## src/rtl/input_port_buffer_pkg.sv

```systemverilog
// rtl/input_port_buffer_pkg.sv - shared packet field widths and layout helpers for the input port buffer
package input_port_buffer_pkg;

    // Default packet layout, MSB to LSB: {col, row, data}
    localparam int DEF_COL_W        = 4;
    localparam int DEF_ROW_W        = 4;
    localparam int DEF_DATA_W       = 8;
    localparam int DEF_FIFO_DEPTH_W = 2;

    // Total packet width for a given field split
    function automatic int packet_width(input int col_w, input int row_w, input int data_w);
        return col_w + row_w + data_w;
    endfunction

    // Bit offset of the row field's LSB within a packet
    function automatic int row_lsb(input int data_w);
        return data_w;
    endfunction

    // Bit offset of the column field's LSB within a packet
    function automatic int col_lsb(input int row_w, input int data_w);
        return row_w + data_w;
    endfunction

endpackage

```

## src/rtl/input_port_buffer_packet_fifo.sv

```systemverilog
// rtl/input_port_buffer_packet_fifo.sv - circular packet FIFO with first-word-fall-through head read
module input_port_buffer_packet_fifo #(
    parameter int DATA_W  = 16,
    parameter int DEPTH_W = 2
) (
    input  logic               clk_i,
    input  logic               rst_ni,
    input  logic [DATA_W-1:0]  s_tdata,
    input  logic               s_tvalid,
    output logic               s_tready,
    output logic [DATA_W-1:0]  m_tdata,
    output logic               m_tvalid,
    input  logic               m_tready,
    output logic [DEPTH_W:0]   count
);

    localparam int               DEPTH      = 1 << DEPTH_W;
    localparam logic [DEPTH_W:0] FULL_COUNT = {1'b1, {DEPTH_W{1'b0}}};

    logic [DATA_W-1:0]  mem [DEPTH];
    logic [DEPTH_W-1:0] wr_ptr;
    logic [DEPTH_W-1:0] rd_ptr;
    logic               push;
    logic               pop;

    // No bypass when full: a pop in the same cycle does not free a slot for this push
    assign s_tready = (count != FULL_COUNT);
    assign m_tvalid = (count != '0);
    assign push     = s_tvalid && s_tready;
    assign pop      = m_tvalid && m_tready;
    assign m_tdata  = mem[rd_ptr];

    // Storage is deliberately not reset; occupancy alone decides what is valid
    always_ff @(posedge clk_i) begin
        if (push) begin
            mem[wr_ptr] <= s_tdata;
        end
    end

    // Pointers wrap naturally at DEPTH; count tracks push/pop balance
    always_ff @(posedge clk_i or negedge rst_ni) begin
        if (!rst_ni) begin
            wr_ptr <= '0;
            rd_ptr <= '0;
            count  <= '0;
        end else begin
            if (push) begin
                wr_ptr <= wr_ptr + 1'b1;
            end
            if (pop) begin
                rd_ptr <= rd_ptr + 1'b1;
            end
            case ({push, pop})
                2'b10:   count <= count + 1'b1;
                2'b01:   count <= count - 1'b1;
                default: count <= count;
            endcase
        end
    end

endmodule

```

## src/rtl/input_port_buffer.sv

```systemverilog
// rtl/input_port_buffer.sv - per-port packet buffer that presents the head packet split into col/row/data
module input_port_buffer
    import input_port_buffer_pkg::*;
#(
    parameter int PACKET_ADDR_COL_W = DEF_COL_W,
    parameter int PACKET_ADDR_ROW_W = DEF_ROW_W,
    parameter int DATA_W            = DEF_DATA_W,
    parameter int FIFO_DEPTH_W      = DEF_FIFO_DEPTH_W
) (
    input  logic                                                    clk_i,
    input  logic                                                    rst_ni,
    input  logic [PACKET_ADDR_COL_W+PACKET_ADDR_ROW_W+DATA_W-1:0]   data_i,
    input  logic                                                    valid_i,
    output logic                                                    ready_o,
    output logic [PACKET_ADDR_COL_W-1:0]                            col_addr_o,
    output logic [PACKET_ADDR_ROW_W-1:0]                            row_addr_o,
    output logic [DATA_W-1:0]                                       data_o,
    output logic                                                    valid_o,
    input  logic                                                    ready_i,
    output logic [FIFO_DEPTH_W:0]                                   count_o
);

    localparam int PACKET_W = packet_width(PACKET_ADDR_COL_W, PACKET_ADDR_ROW_W, DATA_W);
    localparam int COL_LSB  = col_lsb(PACKET_ADDR_ROW_W, DATA_W);
    localparam int ROW_LSB  = row_lsb(DATA_W);

    logic [PACKET_W-1:0] head;
    logic                head_valid;

    input_port_buffer_packet_fifo #(
        .DATA_W  (PACKET_W),
        .DEPTH_W (FIFO_DEPTH_W)
    ) u_fifo (
        .clk_i    (clk_i),
        .rst_ni   (rst_ni),
        .s_tdata  (data_i),
        .s_tvalid (valid_i),
        .s_tready (ready_o),
        .m_tdata  (head),
        .m_tvalid (head_valid),
        .m_tready (ready_i),
        .count    (count_o)
    );

    assign valid_o = head_valid;

    // Split the head packet into fields, forcing zeros while nothing is queued
    always_comb begin
        col_addr_o = '0;
        row_addr_o = '0;
        data_o     = '0;
        if (head_valid) begin
            col_addr_o = head[COL_LSB +: PACKET_ADDR_COL_W];
            row_addr_o = head[ROW_LSB +: PACKET_ADDR_ROW_W];
            data_o     = head[0 +: DATA_W];
        end
    end

endmodule

```

## config.mk

```make
export PLATFORM = sky130hd
export DESIGN_NAME = input_port_buffer
export DESIGN_NICKNAME = d
export VERILOG_FILES = /design/src/rtl/input_port_buffer_pkg.sv /design/src/rtl/input_port_buffer_packet_fifo.sv /design/src/rtl/input_port_buffer.sv
export SDC_FILE = /design/constraint.sdc
export NUM_CORES = 1
export LEC_CHECK = 0
export CORE_ASPECT_RATIO = 0.5
export CORE_MARGIN = 1
export CORE_UTILIZATION = 49
export DETAILED_ROUTE_END_ITERATION = 8
export PLACE_DENSITY = 0.73
export SETUP_SLACK_MARGIN = 0.5
export SYNTH_ARGS = -nofsm -noshare
export SYNTH_HDL_FRONTEND = slang
export SYNTH_SLANG_ARGS = --single-unit
```

## constraint.sdc

```tcl
create_clock -name clk_i -period 6.1 [get_ports clk_i]
set_input_delay 1.22 -clock clk_i [delete_from_list [all_inputs] [get_ports clk_i]]
set_output_delay 1.22 -clock clk_i [all_outputs]
set_load 0.02 [all_outputs]
```

* Word-level counts from Yosys, hierarchy flattened *
Memories as Yosys holds them, arrays and structs flattened.
Index checks and enable logic that the tools add are counted.

operators by class
  bitwise operators = 0
  equal/unequal tests = 3
  magnitude comparators = 0
  multipliers = 0
  multiplexer cells = 6
  div/mod/pow operators = 0
  shift-type cells = 0
  reduce and logical (&&, ||, !) cells = 4
  add/subtract/negate cells = 4

operator list
  cell                 number
  $mux 4               2
  $mux 8               1
  $pmux 3 s2           1
  $add 2x1->2 const B  2
  $add 3x1->3 const B  1
  $ne 3x3->1 const B   1
  $reduce_bool 3->1    1
  $sub 3x1->3 const B  1
  $eq 2x1->1 const B   1
  $eq 2x2->1 const B   1
  $logic_and 1x1->1    2
  $mux 1               2
  $reduce_bool 2->1    1

storage, ports and cells
  bits in registers = 7
  ROM bits = 0
  output and inout bits = 21
  RAM bits = 64
  input port bits = 20
  memories kept = 1
  latch bits = 0
  word-level logic and storage cells = 21

memories
  name        depth  bits a word  rd ports  clocked after Yosys merged registers in  wr ports  RTL line                             source
  u_fifo.mem  4      16           1         0                                        1         input_port_buffer_packet_fifo.sv:20  logic [DATA_W-1:0] mem [DEPTH];

* Depth between registers and ports, before layout *
Gate-level depths: netlist of the first run.

  depth after elaboration = 4
  mapped depth = 9
  depth with buffers taken out = 9

* By module *
A second synthesis of the first run with hierarchy kept.

unflattened totals
  cell total of the unflattened synthesis = 138
  area total of the unflattened synthesis = 2862.7 µm²

by module, submodules not included
  module                         times used  area an instance (µm²)  cells each  seq. area each (µm²)
  input_port_buffer_packet_fifo  1           2736.4                  121         2097.0
  input_port_buffer              1           126.4                   17          0.0

* Worst setup path before layout of the first run *
OpenSTA, ideal clock, no wires.

  kind = register to output
  start point = register u_fifo.count[0]
  end point = output col_addr_o[0]
  path slack = 3.402 ns
  required time = 4.880 ns
  stages on the path, launching flop included = 5
  path buffers = 2
  arrival time = 1.478 ns
  path through = dfrtp_1 > or3_1 > buf_2 > clkbuf_1 > and2_1

between the ends
  cells in the longest elaborated chain, start to end = 2

RTL lines
  what                    RTL line                             source
  from (decl)             input_port_buffer_packet_fifo.sv:14  output logic [DEPTH_W:0] count
  from (signal assigned)  input_port_buffer_packet_fifo.sv:54  2'b10: count <= count + 1'b1;
  from (signal assigned)  input_port_buffer_packet_fifo.sv:55  2'b01: count <= count - 1'b1;
  from (signal assigned)  input_port_buffer_packet_fifo.sv:56  default: count <= count;
  $reduce_bool 3->1       input_port_buffer_packet_fifo.sv:28  assign m_tvalid = (count != '0);
  net valid_o             input_port_buffer.sv:18              output logic valid_o,
  $mux 4                  input_port_buffer.sv:52              if (head_valid) begin
  to (decl)               input_port_buffer.sv:15              output logic [PACKET_ADDR_COL_W-1:0] col_addr_o,

The timed path passes the listed nets, and every way through them passes these cells.

* Final worst setup path of the first run *
  start point = register u_fifo.rd_ptr[0]
  end point = output col_addr_o[1]

between the ends
  cells in the longest elaborated chain, start to end = 2

RTL lines
  what                    RTL line                             source
  from (decl)             input_port_buffer_packet_fifo.sv:22  logic [DEPTH_W-1:0] rd_ptr;
  from (signal assigned)  input_port_buffer_packet_fifo.sv:51  rd_ptr <= rd_ptr + 1'b1;
  $mem_v2 4x16            -
  $mux 4                  input_port_buffer.sv:52

Every way passes these cells.

==> results.sh, run 1 <==
export IMPL_register_area_um2=2100
export IMPL_synth_top_area_share_pct=67.2
export IMPL_root_buffer="clkbuf_16"
export IMPL_vias=1390
export IMPL_setup_tns_ns=0
export IMPL_grt_pass1_wl_mm=7.62
export IMPL_routed_wl_mm=4.76
export IMPL_die_h_um=56.0
export IMPL_gp_congestion=0.728
export IMPL_ys_flop_type="edfxtp_1"
export IMPL_ir_worst_vdd_mv=0.298
export IMPL_rsz0062_at_grt="no"
export IMPL_ioPinCount=41
export IMPL_multi_input_area_um2=692
export IMPL_dp_hpwl_mm=2.88
export IMPL_wl_met1_mm=2.16
export IMPL_drtPass1Iterations=4
export IMPL_grt_util_all_layers_pct=18.2
export IMPL_drive_above_1_share_pct=20.6
export IMPL_synth_top_cell_by_area="edfxtp_1"
export IMPL_syn_nets=165
export IMPL_max_freq_mhz=253
export IMPL_tightest_slew_ns=1.10
export IMPL_overflow=0
export IMPL_hold_viol=0
export IMPL_wl_met2_mm=2.37
export IMPL_outcome="completed"
export IMPL_drv_slew=0
export IMPL_cts_setup_buffers=0
export IMPL_cts_sinks=71
export IMPL_end_kind="output port"
export IMPL_cts_max_path_buffers=2
export IMPL_synth_avg_cell_area_um2=20.6
export IMPL_die_w_um=110
export IMPL_cts_buffers=9
export IMPL_clock_skew_final_ns=0.00533
export IMPL_dr_wl_met3_um=201
export IMPL_critPathKind="reg2out"
export IMPL_min_period_ns=3.95
export IMPL_ys_seq_area_share_pct=73.3
export IMPL_ys_warnings_count=0
export IMPL_port_buffers=40
export IMPL_cts_tree="done"
export IMPL_yosysMostFrequentCell="edfxtp_1"
export IMPL_cts_hold_buf=0
export IMPL_ys_types=21
export IMPL_vias_per_cell=5.31
export IMPL_postCtsResizedCells=0
export IMPL_synth_edff_count=64
export IMPL_critical_path_required_ns=4.88
export IMPL_grt_start_max_net_pins=20
export IMPL_final_area_um2=3600
export IMPL_ys_seq_elements=71
export IMPL_first_iter_violations=43
export IMPL_ctsHtreeMaxLevel=3
export IMPL_synth_cells=139
export IMPL_die_area_um2=6170
export IMPL_synthTopCellsByCount="edfxtp_1 (64), and2_1 (17), mux4_2 (16), dfrtp_1 (7), inv_1 (6)"
export IMPL_grt_pass1_vias=1494
export IMPL_wire_per_inst_um=18.2
export IMPL_crit_fanout=18
export IMPL_post_route_period_util_pct=64.8
export IMPL_placed_area_um2=3300
export IMPL_area_growth_pct=25.9
export IMPL_syn_area_um2=2860
export IMPL_fillers=391
export IMPL_start_util_pct=51.4
export IMPL_drc=0
export IMPL_dr_max_layer_used="met4"
export IMPL_layout_nets=210
export IMPL_setup_violations_final=0
export IMPL_fin_util_pct=64.8
export IMPL_synth_async_reset_ratio_pct=9.86
export IMPL_worstSetupStartpointType="flop"
export IMPL_clkLatencyLatePin_ns=0.33
export IMPL_core_area_um2=5560
export IMPL_rows=19
export IMPL_synthTopCellsByArea="edfxtp_1 (67%), mux4_2 (13%), dfrtp_1 (6.1%)"
export IMPL_antenna_found_initial=0
export IMPL_diodes=0
export IMPL_leakage_nw=1.24
export IMPL_whs_ns=0.527
export IMPL_arrival_ns=2.73
export IMPL_antenna_left=0
export IMPL_hp_class="reg2reg"
export IMPL_clk_pin_slew_ns=0.06
export IMPL_powerDensity_nw_per_um2=541
export IMPL_maxCapViolations=0
export IMPL_maxSlewHeadroom_pct=26.7
[worst paths after layout]
path | slack, ns | end | cells after the start | start
max in group asynchronous | 4.66 | u_fifo.wr_ptr[1] | 1 | rst_ni
hold reg to reg | 0.53 | u_fifo.count[2] | 1 | u_fifo.count[2]
setup reg to reg | 3.69 | u_fifo.count[2] | 8 | u_fifo.count[0]
setup / recovery | 2.15 | col_addr_o[1] | 3 | u_fifo.rd_ptr[0]
hold / removal | 0.53 | u_fifo.count[2] | 1 | u_fifo.count[2]
min in group asynchronous | 1.17 | u_fifo.rd_ptr[0] | 1 | rst_ni
[power breakdown]
group          total [mW]  internal [mW]  leakage [nW]  switching, mW
combinational       0.696          0.379         0.442          0.316
sequential          0.746          0.651         0.668         0.0950
clock               0.509          0.316         0.134          0.193
[kinds of logic (layout without fill, tap and decap cells)]
logic type / Yosys count / after routing / share of synthesized area [%]
multiplexers: 18 / 18 / 13.5
adder cells (fa/ha/maj): 6 / 6 / 2.89
XOR/XNOR: 6 / 6 / 1.84
buffers and inverters: 12 / 62 / 2.54
AND/OR/NAND/NOR: 26 / 26 / 5.99
flip-flops: 71 / 71 / 73.3
[through the flow]
step | setup WS, ns | cells | total power, mW
floorplan | 3.40 | 139 | 1.19
global placement | 2.43 | 246 | 1.44
detailed placement | 2.45 | 246 | 1.46
CTS | 2.07 | 262 | 1.97
global route | 1.96 | 262 | 2.05
finish | 2.15 | 262 | 1.95
[cell usage in the layout, fill, tap and decap left out, types with 3 or more instances in the layout]
cell             netlist  final
and2_1                17     17
clkinvlp_4             0      4
edfxtp_1              64     64
mux4_2                16     16
xor2_1                 3      3
xnor2_1                3      3
and3_2                 4      4
dfrtp_1                7      7
clkdlybuf4s50_1        0     40
ha_1                   5      5
inv_1                  6      6
clkbuf_16              0      9
[routing by layer]
| layer | vias up | track usage, % |
|---|---|---|
| met2 | 34 | 27.2 |
| li1 | 631 | - |
| met4 | 0 | 6.48 |
| met5 | - | 0 |
| met1 | 721 | 23.7 |
| met3 | 4 | 8.20 |
[layout make-up]
type | instances | area share, %
clock buffers | 9 | 6.25
flip-flops and latches | 71 | 58.2
well taps | 73 | 2.54
repair buffers | 40 | 11.1
inverters | 6 | 0.625
multi-input cells | 56 | 19.2
clock inverters | 7 | 2.05
[critical path: stages, from the launching register on]
cell,delay (ns)
dfrtp_1,1.07
mux4_2,0.61
and2_1,0.17
clkdlybuf4s50_1,0.55
[flip-flops by register name (all words and copies together), names as in the netlist]
signal / count
u_fifo.count: 3
u_fifo.mem: 64
u_fifo.rd_ptr: 2
u_fifo.wr_ptr: 2
Note: power is estimated with default switching activity, not from simulation.
==> run 2, diff against run 1 <==
Clock period 6.1 ns to 3.92 ns, I/O delays scaled along.
==> run 2 against run 1 <==
  * Global-route usage decreased by 0.51 points
  * Clock power increased by 64%
  * Power increased by 59%
==> results.sh, run 2 (synthesized netlist as in run 1, its figures left out) <==
export IMPL_outcome="completed"
export IMPL_port_buffers=40
export IMPL_cts_tree="done"
export IMPL_ctsHtreeMaxLevel=3
export IMPL_r2r_slack_ns=1.52
export IMPL_max_freq_mhz=306
export IMPL_ff2ff_path_depth=8
export IMPL_min_to="u_fifo.count[2]"
export IMPL_postCtsResizedCells=0
export IMPL_largest_register="u_fifo.mem"
export IMPL_cts_hold_buf=0
export IMPL_routed_wl_mm=4.70
export IMPL_comb_power_share_pct=36.5
export IMPL_start_util_pct=51.4
export IMPL_grt_start_max_net_pins=20
export IMPL_ir_worst_vdd_mv=0.439
export IMPL_setup_tns_ns=0
export IMPL_arrival_ns=2.48
export IMPL_rsz0062_at_grt="no"
export IMPL_post_route_period_util_pct=83.3
export IMPL_core_area_um2=5560
export IMPL_timing_rr_end="u_fifo.count[2]"
export IMPL_reg_top3="u_fifo.mem x64, u_fifo.count x3"
export IMPL_final_common_cell="edfxtp_1"
export IMPL_vias=1368
export IMPL_hp_class="reg2reg"
export IMPL_min_period_ns=3.26
export IMPL_crit_fanout=10
export IMPL_antenna_left=0
export IMPL_grt_pass1_vias=1499
export IMPL_drtPass1Iterations=5
export IMPL_drc=0
export IMPL_end_kind="output port"
export IMPL_ioPinCount=41
export IMPL_critPathKind="reg2out"
export IMPL_powerDensity_nw_per_um2=853
export IMPL_worstSetupStartpointType="flop"
export IMPL_die_area_um2=6170
export IMPL_first_iter_violations=95
export IMPL_area_growth_pct=27.1
export IMPL_dp_hpwl_mm=2.84
export IMPL_dp_cells=247
export IMPL_cts_max_path_buffers=2
export IMPL_die_w_um=110
export IMPL_grt_pass1_wl_mm=7.56
export IMPL_overflow=0
export IMPL_netSwitchingFraction_pct=29.8
export IMPL_final_cell_mix="edfxtp_1 (64), clkdlybuf4s50_1 (40), and2_1 (17)"
export IMPL_cts_setup_buffers=0
export IMPL_grt_util_all_layers_pct=17.7
export IMPL_layout_nets=211
export IMPL_diodes=0
export IMPL_drv_slew=0
export IMPL_clk_pin_slew_ns=0.06
export IMPL_switchingPower_uw=925
export IMPL_worstHoldStart="u_fifo.count[2]"
export IMPL_root_buffer="clkbuf_16"
export IMPL_critical_path_required_ns=3.14
export IMPL_cts_sinks=71
export IMPL_rr_startpoint="u_fifo.count[0]"
export IMPL_rows=19
export IMPL_hold_viol=0
export IMPL_tightest_slew_ns=0.799
export IMPL_cts_buffers=9
export IMPL_antenna_found_initial=0
export IMPL_finalNonFillerCells=263
export IMPL_vias_per_cell=5.20
export IMPL_maxCapViolations=0
export IMPL_clockPowerShare_pct=26.9
export IMPL_die_h_um=56.0
export IMPL_wire_per_inst_um=17.9
export IMPL_min_path_cells=1
export IMPL_p_seq_share_pct=36.6
export IMPL_drive_above_1_share_pct=20.0
export IMPL_setup_violations_final=0
export IMPL_whs_ns=0.517
export IMPL_clkLatencyLatePin_ns=0.32
export IMPL_clock_skew_final_ns=0.00546
export IMPL_largest_register_ffs=64
export IMPL_maxSlewHeadroom_pct=46.7
export IMPL_finalPower_mw=3.10
export IMPL_gp_congestion=0.719
export IMPL_leakage_nw=1.27
export IMPL_internal_power_mw=2.18
run 2: stage by stage:
stage	util, %	setup WS (ns)	area [um2]
6_report	65.4	0.656	3640
5_1_grt	65.4	0.511	3640
4_1_cts	65.4	0.580	3640
3_5_place_dp	59.7	0.924	3320
3_3_place_gp	59.7	0.954	3320
2_1_floorplan	-	1.66	2860
run 2: worst max path at each step:
| stage | depth (start not counted) | start | to |
|---|---|---|---|
| 3_5_place_dp | 4 | u_fifo.rd_ptr[0] | col_addr_o[2] |
| 2_1_floorplan | 4 | u_fifo.count[0] | col_addr_o[0] |
| 3_3_place_gp | 4 | u_fifo.rd_ptr[0] | col_addr_o[2] |
| 6_report | 4 | u_fifo.rd_ptr[0] | col_addr_o[2] |
| 5_1_grt | 4 | u_fifo.rd_ptr[0] | data_o[5] |
| 4_1_cts | 4 | u_fifo.rd_ptr[0] | col_addr_o[2] |
run 2: power by group through the flow:
| stage | Combinational (mW) | Clock (mW) | Sequential (mW) |
|---|---|---|---|
| final | 1.13 | 0.835 | 1.14 |
| after global routing | 1.22 | 0.876 | 1.16 |
| after CTS | 1.15 | 0.845 | 1.14 |
| after detailed placement | 1.15 | 0 | 1.15 |
| after global placement | 1.13 | 0 | 1.14 |
| after floorplan | 0.766 | 0 | 1.09 |
run 2: worst max-delay path: stages, from the launching register on:
cell,delay [ns]
dfrtp_1,0.73
buf_12,0.23
mux4_2,0.50
and2_1,0.17
clkdlybuf4s50_1,0.53
run 2: final cells by class:
cell class / count / area [um2]
fill: 384 / 1930
clock inverter: 6 / 85.1
multi-input combinational: 56 / 692
timing repair buffer: 41 / 420
clock buffer: 10 / 229
tap: 73 / 91.3
inverter: 6 / 22.5
sequential: 71 / 2100
run 2: layer usage:
| metal | vias up | GRT usage (%) | wire length [um] |
|---|---|---|---|
| li1 | 630 | - | - |
| met1 | 704 | 22.3 | 2120 |
| met2 | 30 | 28.9 | 2350 |
| met3 | 4 | 5.74 | 188 |
| met4 | 0 | 6.29 | 45 |
| met5 | - | 0 | 0 |
